File: src/rtl/stream_mux.sv
// stream_mux: CHANNELS-to-1 valid/ready stream multiplexer with fixed-select or round-robin
// arbitration and a registered output stage. Define STREAM_MUX_PKT_LOCK_EN for packet-locked round-robin.
module stream_mux #(
    parameter int N        = 32,
    parameter int CHANNELS = 16,
    parameter int SW       = $clog2(CHANNELS)
) (
    input  logic                  clk,
    input  logic                  rst_n,
    input  logic [CHANNELS*N-1:0] in_data,
    input  logic [CHANNELS-1:0]   in_valid,
    output logic [CHANNELS-1:0]   in_ready,
    input  logic                  mode,
    input  logic [SW-1:0]         sel,
`ifdef STREAM_MUX_PKT_LOCK_EN
    input  logic [CHANNELS-1:0]   in_last,
    output logic                  out_last,
`endif
    output logic [N-1:0]          out_data,
    output logic [SW-1:0]         out_chan,
    output logic                  out_valid,
    input  logic                  out_ready
);

    localparam int            PW   = SW + 1;
    localparam logic [PW-1:0] CH_W = PW'(CHANNELS);

    logic [SW-1:0] r_rr_ptr;
    logic [N-1:0]  r_out_data;
    logic [SW-1:0] r_out_chan;
    logic          r_out_valid;
`ifdef STREAM_MUX_PKT_LOCK_EN
    logic          r_lock;
    logic [SW-1:0] r_lock_chan;
    logic          r_out_last;
`endif

    logic          w_can_load;
    logic          w_sel_gnt;
    logic          w_rr_gnt;
    logic [SW-1:0] w_rr_idx;
    logic [PW-1:0] w_sum;
    logic [SW-1:0] w_scan;
    logic          w_grant;
    logic [SW-1:0] w_gnt;
    logic          w_load;
    logic [PW-1:0] w_inc;
    logic [SW-1:0] w_ptr_next;
    logic [N-1:0]  w_word;

    assign w_can_load = !r_out_valid || out_ready;
    assign w_load     = w_grant && w_can_load;

    // Fixed-select grant; indices at or beyond CHANNELS never grant.
    always_comb begin
        w_sel_gnt = 1'b0;
        if ({1'b0, sel} < CH_W) begin
            w_sel_gnt = in_valid[sel];
        end else begin
            w_sel_gnt = 1'b0;
        end
    end

    // Round-robin scan from r_rr_ptr upward; the extra bit keeps ptr+k from overflowing at CHANNELS=2^SW.
    always_comb begin
        w_rr_gnt = 1'b0;
        w_rr_idx = '0;
        w_sum    = '0;
        w_scan   = '0;
        for (int k = 0; k < CHANNELS; k++) begin
            w_sum  = {1'b0, r_rr_ptr} + PW'(k);
            w_scan = (w_sum >= CH_W) ? SW'(w_sum - CH_W) : SW'(w_sum);
            if (!w_rr_gnt && in_valid[w_scan]) begin
                w_rr_gnt = 1'b1;
                w_rr_idx = w_scan;
            end else begin
                w_rr_gnt = w_rr_gnt;
            end
        end
    end

    // Final grant: mode picks the source; an open packet pins round-robin to its channel.
    always_comb begin
        w_grant = 1'b0;
        w_gnt   = '0;
        if (!mode) begin
            w_grant = w_sel_gnt;
            w_gnt   = sel;
`ifdef STREAM_MUX_PKT_LOCK_EN
        end else if (r_lock) begin
            w_grant = in_valid[r_lock_chan];
            w_gnt   = r_lock_chan;
`endif
        end else begin
            w_grant = w_rr_gnt;
            w_gnt   = w_rr_idx;
        end
    end

    // Pointer successor of the granted channel, wrapped for non-power-of-two CHANNELS.
    always_comb begin
        w_inc      = {1'b0, w_gnt} + {{SW{1'b0}}, 1'b1};
        w_ptr_next = '0;
        if (w_inc >= CH_W) begin
            w_ptr_next = '0;
        end else begin
            w_ptr_next = SW'(w_inc);
        end
    end

    // Word of the granted channel.
    always_comb begin
        w_word = '0;
        for (int i = 0; i < CHANNELS; i++) begin
            if (w_gnt == SW'(i)) begin
                w_word = in_data[i*N +: N];
            end else begin
                w_word = w_word;
            end
        end
    end

    // One-hot ready toward the granted producer; forced low while reset is held.
    always_comb begin
        in_ready = '0;
        if (rst_n && w_load) begin
            in_ready[w_gnt] = 1'b1;
        end else begin
            in_ready = '0;
        end
    end

    // Output register: load on handshake, drop valid once consumed, hold under backpressure.
    always_ff @(posedge clk or negedge rst_n) begin
        if (!rst_n) begin
            r_out_data  <= '0;
            r_out_chan  <= '0;
            r_out_valid <= 1'b0;
`ifdef STREAM_MUX_PKT_LOCK_EN
            r_out_last  <= 1'b0;
`endif
        end else if (w_load) begin
            r_out_data  <= w_word;
            r_out_chan  <= w_gnt;
            r_out_valid <= 1'b1;
`ifdef STREAM_MUX_PKT_LOCK_EN
            r_out_last  <= in_last[w_gnt];
`endif
        end else if (out_ready) begin
            r_out_valid <= 1'b0;
        end else begin
            r_out_valid <= r_out_valid;
        end
    end

    // Arbitration state: pointer advances only on round-robin loads.
    always_ff @(posedge clk or negedge rst_n) begin
        if (!rst_n) begin
            r_rr_ptr    <= '0;
`ifdef STREAM_MUX_PKT_LOCK_EN
            r_lock      <= 1'b0;
            r_lock_chan <= '0;
`endif
        end else if (w_load && mode) begin
`ifdef STREAM_MUX_PKT_LOCK_EN
            if (in_last[w_gnt]) begin
                r_rr_ptr <= w_ptr_next;
                r_lock   <= 1'b0;
            end else begin
                r_lock      <= 1'b1;
                r_lock_chan <= w_gnt;
            end
`else
            r_rr_ptr <= w_ptr_next;
`endif
        end else begin
            r_rr_ptr <= r_rr_ptr;
        end
    end

    assign out_data  = r_out_data;
    assign out_chan  = r_out_chan;
    assign out_valid = r_out_valid;
`ifdef STREAM_MUX_PKT_LOCK_EN
    assign out_last  = r_out_last;
`endif

endmodule

File: config.mk
export PLATFORM = sky130hd
export DESIGN_NAME = stream_mux
export DESIGN_NICKNAME = d
export VERILOG_FILES = /design/src/rtl/stream_mux.sv
export SDC_FILE = /design/constraint.sdc
export NUM_CORES = 1
export LEC_CHECK = 0
export ABC_AREA = 1
export CORE_AREA = 2 2 231 233
export DETAILED_ROUTE_END_ITERATION = 6
export DIE_AREA = 0 0 233 235
export PLACE_DENSITY = 0.48
export SLEW_MARGIN = 20
export SYNTH_ARGS = -nofsm -noshare
export SYNTH_HDL_FRONTEND = slang
export SYNTH_SLANG_ARGS = --single-unit
File: constraint.sdc
create_clock -name clk -period 21.5 [get_ports clk]
set_clock_uncertainty 0.05 [all_clocks]
set_input_delay 6.45 -clock clk [delete_from_list [all_inputs] [get_ports clk]]
set_output_delay 6.45 -clock clk [all_outputs]
set_load 0.005 [all_outputs]
### After elaboration in Yosys (flattened, before gate mapping)

Index checks and enable logic that the tools add are counted.

* add/subtract/negate cells: 32
* magnitude comparators: 36
* eq/ne operators: 15
* mux-type cells: 106
* reduce and logical (&&, ||, !) cells: 38

Operators by type and width (number)
* 32-bit two-way mux: 16
* 4-bit two-way mux: 34
* 4-bit by 5-bit < comparator with 1-bit output (second input constant): 18
* 5-bit >= comparator (second input constant): 16
* 1-bit binary-select mux with 4-bit select: 17
* 4-bit by 1-bit subtractor with 4-bit output (second input constant): 16
* 4-bit by 4-bit adder with 5-bit output (second input constant): 8
* 1-bit two-way mux: 37
* 4-bit equality test (second input constant): 8
* 4-bit by 3-bit adder with 5-bit output (second input constant): 4
* 1-bit logical AND: 19
* 4-bit by 3-bit equality test with 1-bit output (second input constant): 4
* 1-bit logical NOT: 16
* 16-bit two-way mux: 1
* 4-bit by 1-bit adder with 5-bit output (second input constant): 2
* 4-bit by 2-bit adder with 5-bit output (second input constant): 2
* 4-bit by 2-bit equality test with 1-bit output (second input constant): 2
* 4-bit by 5-bit >= comparator with 1-bit output (second input constant): 1
* 1-bit demux with 4-bit select: 1
* 4-bit by 1-bit equality test with 1-bit output (second input constant): 1
* 4-bit by 1-bit >= comparator with 1-bit output (second input constant): 1
* 4-bit logical NOT: 1
* 2-bit nonzero test: 1
* 1-bit logical OR: 1

* flip-flop bits (word level): 41
* bits of input ports: 536
* output and inout bits: 53
* word-level logic and storage cells: 231

### Logic depth before layout (Yosys ltp)

Gate-level depths: netlist (run 1).

* depth after elaboration: 68
* gate-level depth with buffers: 44
* depth with buffers taken out: 42

### Least setup slack after synthesis (run 1)

OpenSTA, ideal clock, no wires.

* path kind: input port to output port
* start point: in in_valid[11]
* end point: out in_ready[9]
* arrival: 9.592 ns
* required time: 15.000 ns
* slack: 5.408 ns
* stages: 27
* buffers on the path: 2
* cells stage by stage: nand2_1 -> nand3_1 -> nand3_1 -> nand2_1 -> nand2_1 -> nand2_1 -> nor2_1 -> nand2_1 -> nor3_1 -> nor4_1 -> o221ai_1 -> a21oi_1 -> o21ai_0 -> a21oi_1 -> o21ai_0 -> a21oi_1 -> o21ai_0 -> o32ai_1 -> o21bai_1 -> inv_1 -> ha_1 -> clkinv_1 -> nor2_1 -> inv_2 -> buf_2 -> clkbuf_1 -> nor2_1

* word-level cells in the longest chain between the ends: 54
* elaborated cells on any way between the ends: 106
* classes of those cells: 2 x order compare; 71 x mux; 33 x reduce/logical

RTL lines
* from (decl): RTL line 11 `input logic [CHANNELS-1:0] in_valid,`
* 1-bit binary-select mux with 4-bit select: RTL line 73 `if (!w_rr_gnt && in_valid[w_scan]) begin`
* 1-bit two-way mux (not written as such): RTL line 73
* 1-bit two-way mux: RTL line 73
* 1-bit logical NOT: RTL line 73
* 1-bit logical AND: RTL line 73
* 1-bit two-way mux: RTL line 73
* 1-bit logical NOT: RTL line 73
* 1-bit logical AND: RTL line 73
* [38 not listed]
* 1-bit logical AND: RTL line 73
* 4-bit two-way mux: RTL line 73
* 4-bit two-way mux: RTL line 86 `if (!mode) begin`
* 4-bit by 5-bit < comparator with 1-bit output (not written as such) / 4-bit by 1-bit >= comparator with 1-bit output (equally long branches): RTL line 127 `in_ready[w_gnt] = 1'b1;`
* 1-bit logical AND (not written as such): RTL line 127
* 1-bit two-way mux (not written as such): RTL line 127
* 1-bit demux with 4-bit select: RTL line 127
* 16-bit two-way mux (*): RTL line 126 `if (rst_n && w_load) begin`
* to (decl): RTL line 12 `output logic [CHANNELS-1:0] in_ready,`

Every way passes the cells marked *; elsewhere a longest branch is shown, timed or not. The select of a mux whose other input is x is not followed.

### Worst setup path in the final report (run 1)

* start point: in in_valid[15]
* end point: out in_ready[10]

Same word-level chain as after synthesis.

==> results.py, run 1 <==
metrics = {
    "outcome": {
        "status": "finished clean",
    },
    "worst_setup_path": {
        "crit-reg2reg-capture": "out_data[22]$_DFFE_PN0P_",
        "arrival_ps": 12590,
        "endpoint_kind": "output port",
        "worstPathRequired_ps": 15000,
        "max_stage_delay_ps": 820,
        "worst-path-max-fanout": 35,
        "cp_common_cell": "nand2_1",
        "cp_num_buf_inv": 5,
        "crit_type": "in -> out",
        "cp_num_cells": 27,
        "r2r-start": "r_rr_ptr[1]$_DFFE_PN0P_",
        "cp-start-kind": "primary input",
        "slowest_stage": "ha_2",
        "path_delay_family": "simple AND/OR/NAND/NOR gates",
        "reg2reg_slack_ps": 12560,
        "r2r_cells": 41,
    },
    "clock_tree": {
        "cts_buffers": 5,
        "cts.sinks": 41,
        "ctsResizeCount": 0,
        "clock_path_buffers": 2,
        "clkSlewWorstSetupHoldPaths_ps": 90,
        "clock_latency_ps": 300,
        "cts_tree": "done",
        "htreeDepth": 2,
        "ctsHoldBuffers": 0,
        "root_buffer": "clkbuf_16",
        "cts_setup_buffers": 0,
    },
    "sta": {
        "relSlewSlack_pct": 37.6,
        "setup_viol": 0,
        "slew_violations": 0,
        "period_share_pct": 88.8,
        "worst_slew_pin_slew_ps": 934,
        "whs_ps": 436,
        "rsz0062_at_grt": "no",
        "tns_ps": 0,
        "hold_viol": 0,
        "min_period_ps": 19090,
        "fmax_mhz": 52.4,
    },
    "job": {
        "cap_violations": 0,
    },
    "routing": {
        "post_drt_via_cell_ratio": 4.54,
        "drt_wl_total_um": 64100,
        "route.detailed.drc": 0,
        "drtPass1Iterations": 5,
        "wl_per_cell_um": 21.0,
        "num_vias": 13900,
        "ant_nets": 0,
        "dr.first_iter.drc_count": 933,
    },
    "global_routing": {
        "grt_pass1_wl_um": 92200,
        "grt_pass1_vias": 14000,
        "grt_max_degree": 67,
        "grt_use_total_pct": 22.7,
        "gr-total-overflow": 0,
        "antenna_found_initial": 12,
    },
    "place": {
        "dpl.hpwl_um": 52400,
        "io_buffers": 588,
        "place_area_um2": 15500,
        "place_congestion": 0.970,
    },
    "cells_and_area": {
        "fill_cells": 5982,
        "drive_above_1_share_pct": 4.71,
        "nNetsFinal": 2905,
        "final_cell_area_um2": 15700,
        "multiInputGateArea_um2": 6780,
        "syn_to_final_growth_pct": 72.8,
        "regArea_um2": 1030,
    },
    "logic_synthesis": {
        "synth-xor-area-share_pct": 0.757,
        "synth-async-reset-ratio_pct": 100,
        "syn_area_um2": 9090,
        "syn_area_per_cell_um2": 4.89,
        "synth_edf_count": 0,
        "synth_ff_type": "dfrtp_1",
        "synth_top_family_by_area": "simple AND/OR/NAND/NOR gates",
        "ys_seq_area_share_pct": 11.3,
        "yosysUniqueCellTypes": 42,
        "synth_compound_area_share_pct": 12.1,
        "synthMuxAreaShare_pct": 0.551,
        "synthCells": 1859,
        "synth_nets": 2406,
        "synth_warnings": 0,
        "ys_ff_latch": 41,
        "yosys.area_share.simple_pct": 59.2,
        "synth_fa_ha_area_share_pct": 1.51,
    },
    "die": {
        "die_h_um": 235,
        "start_util_pct": 17.4,
        "fp-row-count": 84,
        "dieWidth_um": 233,
        "boundaryPins": 589,
        "dieArea_um2": 54800,
        "core_area_um2": 52200,
    },
    "pwr": {
        "power_density_nw_per_um2": 194,
        "leakage_uw": 0.00722,
        "vdd.ir_drop.worst_v": 0.0000857,
    },
    "hold_path": {
        "hold_start": "out_data[1]$_DFFE_PN0P_",
        "hold-path-endpoint": "out_data[1]$_DFFE_PN0P_",
        "hold_depth": 2,
        "min_path_type": "reg -> reg",
    },
}
-- area by class of cell --
cell class                 count  share of cell area (%)
antenna                        9                   0.143
clock buffer                   5                   0.797
clock inverter                 3                   0.159
inverter                     230                    5.51
multi-input combinational   1477                    43.2
sequential                    41                    6.53
tap                          688                    5.48
timing repair buffer         603                    38.2
-- through the flow --
stage	setup slack, ps	cells	power [uW]	util (%)
finish	2410	3056	3050	30.1
global route	1880	3056	3380	30.1
CTS	2400	3047	3080	30.0
detailed placement	2410	3039	2990	29.7
global placement	2380	3039	2990	29.7
floorplan	5410	1859	1830	-
-- registers in the layout, summed over array words and instances, names as in the netlist --
signal	cells
out_data	32
out_chan	4
out_valid	1
r_rr_ptr	4
-- worst max-delay path by stage --
| stage | from | end | slack (ps) |
|---|---|---|---|
| CTS | in_valid[15] | in_ready[10] | 2400 |
| floorplan | in_valid[11] | in_ready[9] | 5410 |
| detailed placement | in_valid[15] | in_ready[10] | 2410 |
| global placement | in_valid[15] | in_ready[10] | 2380 |
| finish | in_valid[15] | in_ready[10] | 2410 |
| global route | in_valid[15] | in_ready[10] | 1880 |
-- Yosys cell counts, types with 3 or more instances --
master / n / share of area [%]
o21ai_0: 86 / 4.7
nor4_1: 4 / 0.28
a31oi_1: 4 / 0.28
inv_1: 188 / 7.8
nor2_1: 109 / 4.5
buf_2: 23 / 1.3
or2_0: 21 / 1.4
nor2_2: 6 / 0.41
xor2_1: 6 / 0.58
a21oi_1: 77 / 4.2
o21ai_1: 30 / 1.7
or2_2: 12 / 0.83
inv_2: 40 / 1.7
ha_1: 11 / 1.5
o22ai_1: 4 / 0.28
dfrtp_1: 41 / 11
clkbuf_1: 71 / 2.9
nor3_1: 11 / 0.61
mux2i_1: 5 / 0.55
o211ai_1: 4 / 0.33
nor2_4: 7 / 0.87
nand4_1: 44 / 3.0
nand3_1: 283 / 16
nand4_2: 3 / 0.41
buf_1: 14 / 0.58
nand2_1: 736 / 30
-- layout by cell type (no fill, tap or decap), types with 2 or more instances in the layout --
master,synthesis,routed
nand2_2,2,5
nand4_1,44,44
dfrtp_1,41,41
a31oi_1,4,4
clkbuf_16,0,5
nor4_1,4,4
nand3_1,283,281
buf_4,2,15
inv_2,40,41
diode_2,0,9
inv_1,188,187
o21ai_1,30,30
clkdlybuf4s50_1,0,587
o22ai_1,4,4
nor2_4,7,11
ha_1,11,10
nand3_2,0,2
a21oi_1,77,77
nand4_2,3,3
or2_1,2,2
nor2_2,6,5
or2_2,12,12
inv_6,0,2
nor2_1,109,106
xor2_1,6,6
nand2_1,736,733
nor3_1,11,11
mux2i_1,5,5
o211ai_1,4,4
or2_0,21,21
o21ai_0,86,86
-- tightest hold or removal path: stages, from the launching register on --
cell	delay (ps)
dfrtp_1	350
nand2_1	50
nand2_1	50
-- per-layer routing --
metal	global-route usage [%]	part of all wire (%)
met2	39.5	49
met3	4.36	6.5
met5	0	0.041
met4	6.81	2.6
met1	28.0	42
-- kinds of logic (layout without fill, tap and decap cells) --
logic type | after synthesis | in the layout
other cells | 0 | 9
flops | 41 | 41
simple gates | 1244 | 1244
compound gates | 210 | 210
xor+xnor | 7 | 7
mux | 5 | 5
buf+inv | 341 | 841
fa+ha+maj | 11 | 11
-- power breakdown --
part | total [uW] | switching, uW | internal, uW
Clock | 85.3 | 41.2 | 44.1
Combinational | 2800 | 1960 | 840
Sequential | 163 | 44.2 | 119
(Power assumes the default switching activity.)
==> run 2: changes to the inputs <==
- CTS_BUF_LIST: default -> sky130_fd_sc_hd__clkbuf_4
==> results.py, run 2 (synthesis results as in run 1) <==
metrics = {
    "worst_setup_path": {
        "cp_common_cell": "nand2_1",
        "slowest_stage": "ha_2",
        "endpoint_kind": "output port",
        "worstPathRequired_ps": 15000,
        "cp_num_buf_inv": 5,
        "cp-start-kind": "primary input",
        "path_delay_family": "simple AND/OR/NAND/NOR gates",
        "worst-path-max-fanout": 35,
        "reg2reg_slack_ps": 12550,
        "arrival_ps": 12630,
        "max_stage_delay_ps": 850,
        "crit_type": "in -> out",
    },
    "pwr": {
        "intPower_uw": 973,
        "power.share.switching_pct": 67.8,
        "p_comb_share_pct": 92.9,
        "clockPowerShare_pct": 1.7,
        "vdd.ir_drop.worst_v": 0.0000858,
        "p_switching_uw": 2050,
        "leakage_uw": 0.00718,
        "power_density_nw_per_um2": 193,
        "power_uw": 3020,
        "share_seq_of_total_power_pct": 5.4,
    },
    "sta": {
        "tns_ps": 0,
        "relSlewSlack_pct": 36.3,
        "setup_viol": 0,
        "hold_viol": 0,
        "period_share_pct": 89.0,
        "fmax_mhz": 52.3,
        "slew_violations": 0,
        "min_period_ps": 19130,
        "rsz0062_at_grt": "no",
        "worst_slew_pin_slew_ps": 953,
    },
    "clock_tree": {
        "ctsHoldBuffers": 0,
        "clkSlewWorstSetupHoldPaths_ps": 140,
        "htreeDepth": 2,
        "ctsResizeCount": 0,
        "cts.sinks": 41,
        "root_buffer": "clkbuf_4",
        "cts_setup_buffers": 0,
        "clock_latency_ps": 400,
        "cts_buffers": 5,
        "clock_path_buffers": 2,
        "cts_tree": "done",
    },
    "cells_and_area": {
        "stdcell_count": 3058,
        "largest_reg_flops": 32,
        "fill_cells": 5985,
        "nNetsFinal": 2905,
        "final_common_cell": "nand2_1",
        "syn_to_final_growth_pct": 71.9,
        "multiInputGateArea_um2": 6780,
        "layout_common_cells": "nand2_1, clkdlybuf4s50_1, nand3_1",
        "regArea_um2": 1030,
        "drive_above_1_share_pct": 4.71,
    },
    "outcome": {
        "status": "finished clean",
    },
    "routing": {
        "dr.first_iter.drc_count": 890,
        "ant_nets": 0,
        "post_drt_via_cell_ratio": 4.53,
        "drtPass1Iterations": 5,
        "wl_per_cell_um": 21.0,
        "drt_wl_total_um": 64200,
        "route.detailed.drc": 0,
        "num_vias": 13900,
    },
    "global_routing": {
        "antenna_found_initial": 14,
        "gr-total-overflow": 0,
        "grt_pass1_wl_um": 92200,
        "grt_max_degree": 67,
        "grt_use_total_pct": 22.7,
        "grt_pass1_vias": 14000,
    },
    "die": {
        "die_h_um": 235,
        "fp-row-count": 84,
        "dieArea_um2": 54800,
        "boundaryPins": 589,
        "dieWidth_um": 233,
        "start_util_pct": 17.4,
        "core_area_um2": 52200,
    },
    "job": {
        "cap_violations": 0,
    },
    "place": {
        "dpl.hpwl_um": 52400,
        "post-place-cells": 3039,
        "io_buffers": 588,
        "place_congestion": 0.970,
    },
    "hold_path": {
        "min_path_type": "reg -> reg",
    },
}
run 2: changes by cell type in the layout (fill, tap and decap cells not counted):
cell	delta
clkbuf_16	-5
clkbuf_4	+5
diode_2	+2
run 2: power by group through the flow:
stage | registers (uW) | logic [uW] | clock network (uW)
after floorplan | 144 | 1690 | 0
after global placement | 163 | 2830 | 0
after detailed placement | 164 | 2820 | 0
after CTS | 163 | 2830 | 53.1
after global routing | 168 | 3130 | 55.5
final | 163 | 2810 | 50.7
run 2: metal layers:
metal / share of wire, % / vias up / track usage [%]
met2: 49 / 517 / 39.6
met5: 0.041 / - / 0
met4: 2.5 / 4 / 6.70
met1: 42 / 6376 / 27.9
li1: - / 6901 / -
met3: 6.5 / 68 / 4.32
run 2: area by class of cell:
class                           instances  area share, %
Sequential cell                        41           6.57
Timing Repair Buffer                  603           38.4
Antenna cell                           11          0.176
Clock buffer                            5          0.240
Tap cell                              688           5.51
Inverter                              230           5.54
Multi-Input combinational cell       1477           43.4
Clock inverter                          3          0.160
run 2: through the flow:
stage | utilization (%) | hold WS [ps] | setup slack (ps) | cell area (um^2)
floorplan | - | 422 | 5410 | 9090
global placement | 29.7 | 414 | 2380 | 15500
detailed placement | 29.7 | 415 | 2410 | 15500
CTS | 29.8 | 461 | 2400 | 15600
global route | 29.9 | 482 | 1880 | 15600
finish | 29.9 | 456 | 2370 | 15600
run 2: tightest hold or removal path, stage by stage, from the launching register on:
cell and delay (ps):
dfrtp_1 380, nand2_1 50, nand2_1 50
run 2: final timing paths:
kind / startpoint / endpoint / cells after the start
min: out_data[27]$_DFFE_PN0P_ / out_data[27]$_DFFE_PN0P_ / 2
min in group asynchronous: rst_n / out_data[23]$_DFFE_PN0P_ / 2
max: in_valid[3] / in_ready[10] / 27
min reg2reg: out_data[27]$_DFFE_PN0P_ / out_data[27]$_DFFE_PN0P_ / 2
max in group asynchronous: rst_n / out_data[24]$_DFFE_PN0P_ / 2
max reg2reg: r_rr_ptr[1]$_DFFE_PN0P_ / out_data[24]$_DFFE_PN0P_ / 41
